## config.mk

```make
export PLATFORM = sky130hd
export DESIGN_NAME = timer_irq_ctrl
export DESIGN_NICKNAME = d
export VERILOG_FILES = /design/src/rtl/timer_irq_pkg.sv /design/src/rtl/irq_sat_cnt.sv /design/src/rtl/timer_irq_ctrl.sv
export SDC_FILE = /design/constraint.sdc
export NUM_CORES = 1
export LEC_CHECK = 0
export ABC_AREA = 1
export BUFFER_PORTS_ARGS = -buffer_cell sky130_fd_sc_hd__buf_2
export CAP_MARGIN = 20
export CORE_ASPECT_RATIO = 1.5
export CORE_MARGIN = 2
export CORE_UTILIZATION = 39
export DETAILED_ROUTE_END_ITERATION = 16
export GPL_TIMING_DRIVEN = 0
export HOLD_SLACK_MARGIN = 0.08
export PLACE_DENSITY = 0.8
export SYNTH_ARGS = -nofsm -noshare
export SYNTH_HDL_FRONTEND = slang
export SYNTH_SLANG_ARGS = --single-unit
```

## constraint.sdc

```tcl
create_clock -name HCLK -period 1.67 [get_ports HCLK]
set_clock_uncertainty 0.15 [all_clocks]
set_input_delay 0.334 -clock HCLK [delete_from_list [all_inputs] [get_ports HCLK]]
set_output_delay 0.334 -clock HCLK [all_outputs]
set_load 0.01 [all_outputs]
```

## src/rtl/timer_irq_pkg.sv

```systemverilog
// Shared definitions for the timer interrupt collector: register map, FSM states
// and the missed-event counter width.
package timer_irq_pkg;

  localparam logic [2:0] REG_PENDING  = 3'd0;
  localparam logic [2:0] REG_MASK     = 3'd1;
  localparam logic [2:0] REG_PEND_SET = 3'd2;
  localparam logic [2:0] REG_ACTIVE   = 3'd3;
  localparam logic [2:0] REG_MISSED   = 3'd4;

  localparam int MISSED_W = 8;

  typedef enum logic {
    IDLE = 1'b0,
    REQ  = 1'b1
  } irq_state_e;

endpackage

```

## src/rtl/irq_sat_cnt.sv

```systemverilog
// Saturating event counter; a clear takes priority over a same-cycle increment.
module irq_sat_cnt
  import timer_irq_pkg::*;
(
  input  logic                clk,
  input  logic                rst,
  input  logic                inc,
  input  logic                clr,
  output logic [MISSED_W-1:0] count
);

  always_ff @(posedge clk) begin
    if (rst || clr) begin
      count <= '0;
    end else if (inc && (count != '1)) begin
      count <= count + 1'b1;
    end
  end

endmodule

```

## src/rtl/timer_irq_ctrl.sv

```systemverilog
// Collects timer event pulses into sticky pending bits, masks them and presents
// one interrupt at a time to the core over a req/ack handshake. APB slave.
module timer_irq_ctrl
  import timer_irq_pkg::*;
#(
  parameter int APB_ADDR_WIDTH = 12,
  parameter int NUM_SRC        = 2
) (
  input  logic                      HCLK,
  input  logic                      HRESET,
  input  logic [APB_ADDR_WIDTH-1:0] PADDR,
  input  logic [31:0]               PWDATA,
  input  logic                      PWRITE,
  input  logic                      PSEL,
  input  logic                      PENABLE,
  output logic [31:0]               PRDATA,
  output logic                      PREADY,
  output logic                      PSLVERR,
  input  logic [NUM_SRC-1:0]        irq_i,
  output logic                      irq_req_o,
  output logic [1:0]                irq_id_o,
  input  logic                      irq_ack_i
);

  logic               wr_en;
  logic               rd_en;
  logic [2:0]         reg_idx;
  logic [NUM_SRC-1:0] pend;
  logic [NUM_SRC-1:0] pend_nxt;
  logic [NUM_SRC-1:0] mask;
  logic [NUM_SRC-1:0] mask_nxt;
  logic [NUM_SRC-1:0] w1c_vec;
  logic [NUM_SRC-1:0] pset_vec;
  logic [NUM_SRC-1:0] ack_vec;
  logic [NUM_SRC-1:0] set_vec;
  logic [NUM_SRC-1:0] clr_vec;
  logic [NUM_SRC-1:0] inc_vec;
  logic [NUM_SRC-1:0] active;
  logic [NUM_SRC-1:0] id_hot;
  logic [1:0]         low_id;
  logic [1:0]         id;
  logic [1:0]         id_nxt;
  logic               miss_clr;
  irq_state_e         state;
  irq_state_e         state_nxt;
  logic [MISSED_W-1:0] miss_cnt [NUM_SRC];
  logic               unused_bits;

  assign PREADY  = 1'b1;
  assign PSLVERR = 1'b0;

  assign wr_en   = PSEL && PENABLE && PWRITE;
  assign rd_en   = PSEL && PENABLE && !PWRITE;
  assign reg_idx = PADDR[4:2];

  assign unused_bits = ^{PADDR[APB_ADDR_WIDTH-1:5], PADDR[1:0], PWDATA[31:NUM_SRC]};

  assign w1c_vec  = (wr_en && reg_idx == REG_PENDING)  ? PWDATA[NUM_SRC-1:0] : '0;
  assign pset_vec = (wr_en && reg_idx == REG_PEND_SET) ? PWDATA[NUM_SRC-1:0] : '0;
  assign mask_nxt = (wr_en && reg_idx == REG_MASK)     ? PWDATA[NUM_SRC-1:0] : mask;
  assign miss_clr = wr_en && (reg_idx == REG_MISSED);

  always_comb begin
    id_hot = '0;
    for (int i = 0; i < NUM_SRC; i++) begin
      id_hot[i] = (id == 2'(i));
    end
  end

  // Set sources beat clear sources, so a pulse coinciding with a clear is not lost.
  assign ack_vec  = (state == REQ && irq_ack_i) ? id_hot : '0;
  assign set_vec  = irq_i | pset_vec;
  assign clr_vec  = w1c_vec | ack_vec;
  assign pend_nxt = set_vec | (pend & ~clr_vec);
  assign inc_vec  = irq_i & pend & ~clr_vec;
  assign active   = pend & mask;

  always_comb begin
    low_id = '0;
    for (int i = NUM_SRC - 1; i >= 0; i--) begin
      if (active[i]) low_id = 2'(i);
    end
  end

  always_ff @(posedge HCLK) begin
    if (HRESET) begin
      pend  <= '0;
      mask  <= '0;
      state <= IDLE;
      id    <= '0;
    end else begin
      pend  <= pend_nxt;
      mask  <= mask_nxt;
      state <= state_nxt;
      id    <= id_nxt;
    end
  end

  // Withdrawal looks at next-cycle pending/mask so req drops one cycle after the clear.
  always_comb begin
    state_nxt = state;
    id_nxt    = id;
    case (state)
      IDLE: begin
        if (|active) begin
          state_nxt = REQ;
          id_nxt    = low_id;
        end
      end
      REQ: begin
        if (irq_ack_i || !(|(id_hot & pend_nxt & mask_nxt))) begin
          state_nxt = IDLE;
        end
      end
      default: state_nxt = IDLE;
    endcase
  end

  assign irq_req_o = (state == REQ);
  assign irq_id_o  = id;

  for (genvar g = 0; g < NUM_SRC; g++) begin : g_miss
    irq_sat_cnt u_cnt (
      .clk   (HCLK),
      .rst   (HRESET),
      .inc   (inc_vec[g]),
      .clr   (miss_clr),
      .count (miss_cnt[g])
    );
  end

  always_comb begin
    PRDATA = '0;
    if (rd_en) begin
      case (reg_idx)
        REG_PENDING: PRDATA[NUM_SRC-1:0] = pend;
        REG_MASK:    PRDATA[NUM_SRC-1:0] = mask;
        REG_ACTIVE: begin
          PRDATA[31]  = irq_req_o;
          PRDATA[1:0] = id;
        end
        REG_MISSED: begin
          for (int i = 0; i < NUM_SRC; i++) begin
            PRDATA[i*MISSED_W +: MISSED_W] = miss_cnt[i];
          end
        end
        default: PRDATA = '0;
      endcase
    end
  end

endmodule
```

## Word level (Yosys, flattened, before mapping)

Index checks and enable logic that the tools add are counted.

| word-level totals | value |
|---|---|
| register bits | 23 |
| input bits | 52 |
| output and inout bits | 37 |
| logic and storage cells | 58 |

| cells by class | value |
|---|---|
| add/sub/neg operators | 2 |
| equality and inequality tests | 7 |
| mux-type cells | 13 |
| bitwise operators | 11 |
| reduce and logical (&&, ||, !) cells | 19 |

Operator list:

| kind | number |
|---|---|
| $mux W32 | 1 |
| $add A8 B1 Y8 const B | 2 |
| $ne A8 B8 Y1 const B | 2 |
| $mux W14 | 1 |
| $and A2 B2 Y2 | 6 |
| $logic_and A1 B1 Y1 | 10 |
| $mux W2 | 5 |
| $pmux W2 S4 | 1 |
| $eq A3 B2 Y1 const B | 2 |
| $or A2 B2 Y2 | 3 |
| $mux W1 | 4 |
| $reduce_or A2 Y1 | 2 |
| $eq A3 B1 Y1 const B | 1 |
| $eq A3 B3 Y1 const B | 1 |
| $logic_not A3 Y1 | 1 |
| $eq A2 B1 Y1 const B | 1 |
| $logic_not A1 Y1 | 2 |
| $logic_not A2 Y1 | 1 |
| $logic_or A1 B1 Y1 | 2 |
| $not A2 Y2 | 1 |
| $pmux W1 S2 | 1 |
| $reduce_and A2 Y1 | 1 |
| $not A1 Y1 | 1 |

## Logic depth before layout (Yosys ltp)

| depth | value |
|---|---|
| depth in word-level cells | 15 |
| depth in mapped cells | 11 |
| mapped depth without buffers | 11 |

## Modules after synthesis

A second synthesis with hierarchy kept.

| second synthesis, totals | value |
|---|---|
| cells, all modules | 269 |
| area total of the unflattened synthesis | 1631.6 um^2 |

By module, submodules not included:

| module | times used | cells each | area an instance (um^2) | sequential area each (um^2) |
|---|---|---|---|---|
| irq_sat_cnt | 2 | 67 | 447.9 | 160.2 |
| timer_irq_ctrl | 1 | 135 | 735.7 | 120.1 |

## Worst setup path after synthesis

No wires, ideal clock.

| timing | value |
|---|---|
| path kind | reg2reg |
| from | reg g_miss[1].u_cnt.count[0] |
| to | reg g_miss[1].u_cnt.count[0] |
| setup time | 0.113 ns |
| arrival time | 1.294 ns |
| data required time | 1.407 ns |
| path slack | 0.113 ns |
| cell stages (with the launch flop) | 8 |
| buffers on the path | 0 |
| period minus slack after synthesis | 1.557 ns |
| path through | dfxtp_1 > ha_1 > nand4_1 > nor2_1 > nor3_4 > inv_2 > o21ai_2 > nor2_1 |

| between the ends | value |
|---|---|
| word-level cells in the longest chain between the ends | 2 |
| elaborated cells between the ends (all ways) | 3 |

RTL lines:

| item | RTL line | source |
|---|---|---|
| start: declaration | irq_sat_cnt.sv:9 | `output logic [MISSED_W-1:0] count` |
| start signal: assignment | irq_sat_cnt.sv:16 | `count <= count + 1'b1;` |
| branches (longest 2 deep; another with $add A8 B1 Y8) | - |  |

Several ways; the timed one is not identified.
A chain may end at the register's enable or synchronous reset.

## Worst setup path in the final report

| timing | value |
|---|---|
| from | in PADDR[2] |
| to | out PRDATA[1] |

| between the ends | value |
|---|---|
| word-level cells in the longest chain between the ends | 3 |
| elaborated cells between the ends (all ways) | 6 |

RTL lines:

| item | RTL line | source |
|---|---|---|
| start: declaration | timer_irq_ctrl.sv:11 | `input logic [APB_ADDR_WIDTH-1:0] PADDR,` |
| $eq A3 B3 Y1 (tied with other cells) | timer_irq_ctrl.sv:135 | `case (reg_idx)` |
| $pmux W2 S4 * | timer_irq_ctrl.sv:135 |  |
| $mux W32 * | timer_irq_ctrl.sv:134 | `if (rd_en) begin` |
| end: declaration | timer_irq_ctrl.sv:16 | `output logic [31:0] PRDATA,` |

Every way passes the cells marked *; elsewhere a longest branch is shown, timed or not.

==> impl_metrics.yaml <==
pwr:
  powerDensity_nw_per_um2: 547
  p_leak_nw: 1.02
  power.clock.fraction_pct: 33.9
  power_frac_seq_pct: 46.9
  pwr-share-comb_pct: 19.2
  vdd_drop_max_mv: 0.423
  totalPowerFinal_w: 0.00117
  cellInternalPower_w: 0.000845
  switching_share_pct: 27.7
  switchingPower_w: 0.000323
critical_path:
  r2r_cells: 8
  slowest_cell_on_crit_path: "buf_2"
  max_stage_delay_ns: 0.12
  crit-reg2reg-capture: "g_miss[1].u_cnt.count[5]"
  worstReg2RegStart: "g_miss[1].u_cnt.count[0]"
  cp-endpoint: "PRDATA[1]"
  timing.critical_path.required_ns: 1.19
  worst-r2r-setup-slack_ns: 0.08
  worst_setup_path_startpoint: "PADDR[2]"
  critPathMaxFanout: 4
  worstPathCellList: "buf_8 -> nor2_4 -> nand2_2 -> inv_2 -> buf_6 -> nand2_2 -> nand3_2 -> nand2_1 -> inv_1 -> buf_2"
  most_used_cell_along_the_critical_path: "nand2_2"
  critPathKind: "primary input to output pin"
  worst-endpoint-arrival_ns: 1.16
  end_kind: "output pin"
  worstSetupStartpointType: "primary input"
global_route:
  grt_pass1_vias: 1390
  globalRoute.totalOverflow: 0
  grt_first_pass_wirelength_microns: 5780
  grt_max_degree: 13
  number_of_antenna_violations_at_the_first_check_in_global_routing: 0
  gr-usage-all-layers_pct: 17.4
logic_synthesis:
  yosys-mux-area-fraction_pct: 0
  count_of_state_elements_after_synthesis: 22
  syn-mean-instance-area_sq_um: 6.28
  ys_seq_area_share_pct: 29.4
  synth_adder_area_share_pct: 1.67
  postSynthCellCount: 239
  main_combinational_cell_family_by_area_after_synthesis: "simple AND/OR/NAND/NOR gates"
  synth-compound-area-share_pct: 10.2
  post_synthesis_instance_area_sq_um: 1500
  synthDistinctLibCells: 24
  synth_xor_area_share_pct: 3.50
  synth-warning-count: 0
  synth-simple-area-share_pct: 35.5
timing:
  fin_crit_ns: 1.65
  post-route-worst-setup-slack_ns: 0.0218
  max_clock_freq_mhz: 607
  report.final.slew_viol_count: 0
  min_period_over_period_pct: 98.7
  rsz0062_at_grt: "yes"
  hold_viol_final: 0
  setup_violations: 0
clocking:
  cts.htree.levels: 1
  clock_insertion_delay_worst_skew_ns: 0.27
  cts_tree: "done"
  holdBufCountCts: 0
  tritoncts_buffers: 3
  clkTransAtPathRegs_ns: 0.08
  cts.path.max_buffers: 2
  cts_root_buffer: "clkbuf_8"
  numClockSinks: 22
min_path:
  hold_class: "primary input to register"
place:
  port-buffer-count: 31
  globalplace.congestion: 0.806
  dp_hpwl_microns: 2650
  detailed_place.area_sq_um: 1770
  dpl_worst_slack_ns: -0.257
die:
  placeableCoreArea_sq_um: 3680
  number_of_cell_rows: 27
  die_y_microns: 80.0
  design.die.area_sq_um: 4370
  top_level_ports: 89
  die_width_microns: 54.6
  starting_density_of_the_core_pct: 40.7
detailed_routing:
  remaining_drc_errors: 0
  initial_drc_count: 31
  detail_route.vias_per_cell: 4.70
  detail-route-antenna-nets: 0
  detail_route.wl_per_cell_microns: 11.4
  totalWireLength_microns: 3970
  drt_pre_antenna_iters: 4
  vias: 1637
finish:
  final_nets: 360
  antenna_cells: 0
  fin_area_sq_um: 2130
  areaGrowthSynthToFinish_pct: 42.3
  post_route_cells_drive_above_1_share_pct: 38.0
job:
  drv_cap: 0
run_status:
  run_status: "completed"
-- what timing repair did --
item	in CTS	in global routing
pin swaps	3	13
endpoints found under the setup margin	28	31
resized for setup	25	41
buffers inserted	8	7
-- registers in the layout, indices dropped and copies added, names as in the netlist --
signal / cells
irq_id_o: 1
g_miss.u_cnt.count: 16
mask: 2
irq_req_o: 1
pend: 2
-- power groups by stage --
stage	clock network, W	logic [W]	registers (W)
final	0.000397	0.000224	0.000548
after global routing	0.000419	0.000248	0.000550
after CTS	0.000402	0.000188	0.000547
after detailed placement	0	0.000166	0.000559
after global placement	0	0.000164	0.000559
after floorplan	0	0.000125	0.000556
-- critical path: cells and delay by family --
kind | cells | cell delay (ns)
simple gates | 5 | 0.35
buf+inv | 5 | 0.48
-- kinds of logic (layout without fill, tap and decap cells) --
logic type | Yosys count | in the layout
flip-flops | 22 | 22
other | 2 | 18
AO/OA/AOI/OAI | 27 | 27
AND/OR/NAND/NOR | 124 | 124
buffers and inverters | 56 | 106
adder cells (fa/ha/maj) | 2 | 2
XOR/XNOR | 6 | 6
-- placed cells by master (no fill, tap or decap), types with 13 or more instances in the layout --
cell and instances:
dfxtp_1 14, a21oi_1 16, nor3_1 14, nor2_1 24, buf_4 32, nand2_1 47
conb_1 18, nand3_1 13, buf_2 29, inv_1 28
-- metrics by stage --
step                      hold WS [ns]  std cells  utilization [%]  setup TNS (ns)
after floorplan                  0.253        255                -               0
after global placement           0.315        329             48.0           -2.92
after detailed placement         0.327        329             48.0           -3.43
after CTS                        0.161        341             53.0               0
after global routing             0.172        348             58.0          -0.327
final                            0.165        348             58.0               0
-- synth_stat cells --
library cell  number  area (sq um)
nand2_1           55           206
inv_1             33           124
nor2_1            31           116
dfxtp_1           22           440
buf_4             19           143
a21oi_1           17          85.1
nand3_1           16          80.1
nor3_1            15          75.1
o21ai_0            6          30.0
xor2_1             6          52.6
clkbuf_1           2          7.51
conb_1             2          7.51
ha_1               2          25.0
nand2_2            2          12.5
nand4_1            2          12.5
a211oi_1           1          7.51
a221oi_1           1          8.76
a31oi_2            1          12.5
buf_6              1          11.3
inv_2              1          3.75
nand3b_1           1          7.51
nor2_2             1          6.26
nor3_4             1          16.3
o21ai_2            1          8.76
-- final cells by class --
class | instances | area [sq um]
Inverter | 34 | 130
Tap cell | 43 | 53.8
Multi-Input combinational cell | 177 | 956
Clock buffer | 4 | 55.1
Sequential cell | 22 | 463
Buffer | 22 | 181
Timing Repair Buffer | 46 | 295
Fill cell | 356 | 1550
-- metal layers --
metal | vias to the layer above | global-route usage [%] | wire [microns]
li1 | 858 | - | -
met3 | 11 | 2.25 | 171
met1 | 724 | 20.0 | 1620
met5 | - | 0 | 0
met2 | 44 | 31.4 | 2070
met4 | 0 | 5.25 | 110
-- worst min path at each step --
stage                                         from                        to  slack [ns]  depth (start not counted)
after floorplan                             HRESET                 irq_req_o        0.25                          1
after global placement    g_miss[0].u_cnt.count[3]  g_miss[0].u_cnt.count[3]        0.32                          2
after detailed placement  g_miss[0].u_cnt.count[3]  g_miss[0].u_cnt.count[3]        0.33                          2
after CTS                                   HRESET                 irq_req_o        0.16                          2
after global routing                        HRESET                 irq_req_o        0.17                          2
final                                       HRESET                 irq_req_o        0.16                          2
Power figures use the tool's default switching activity.
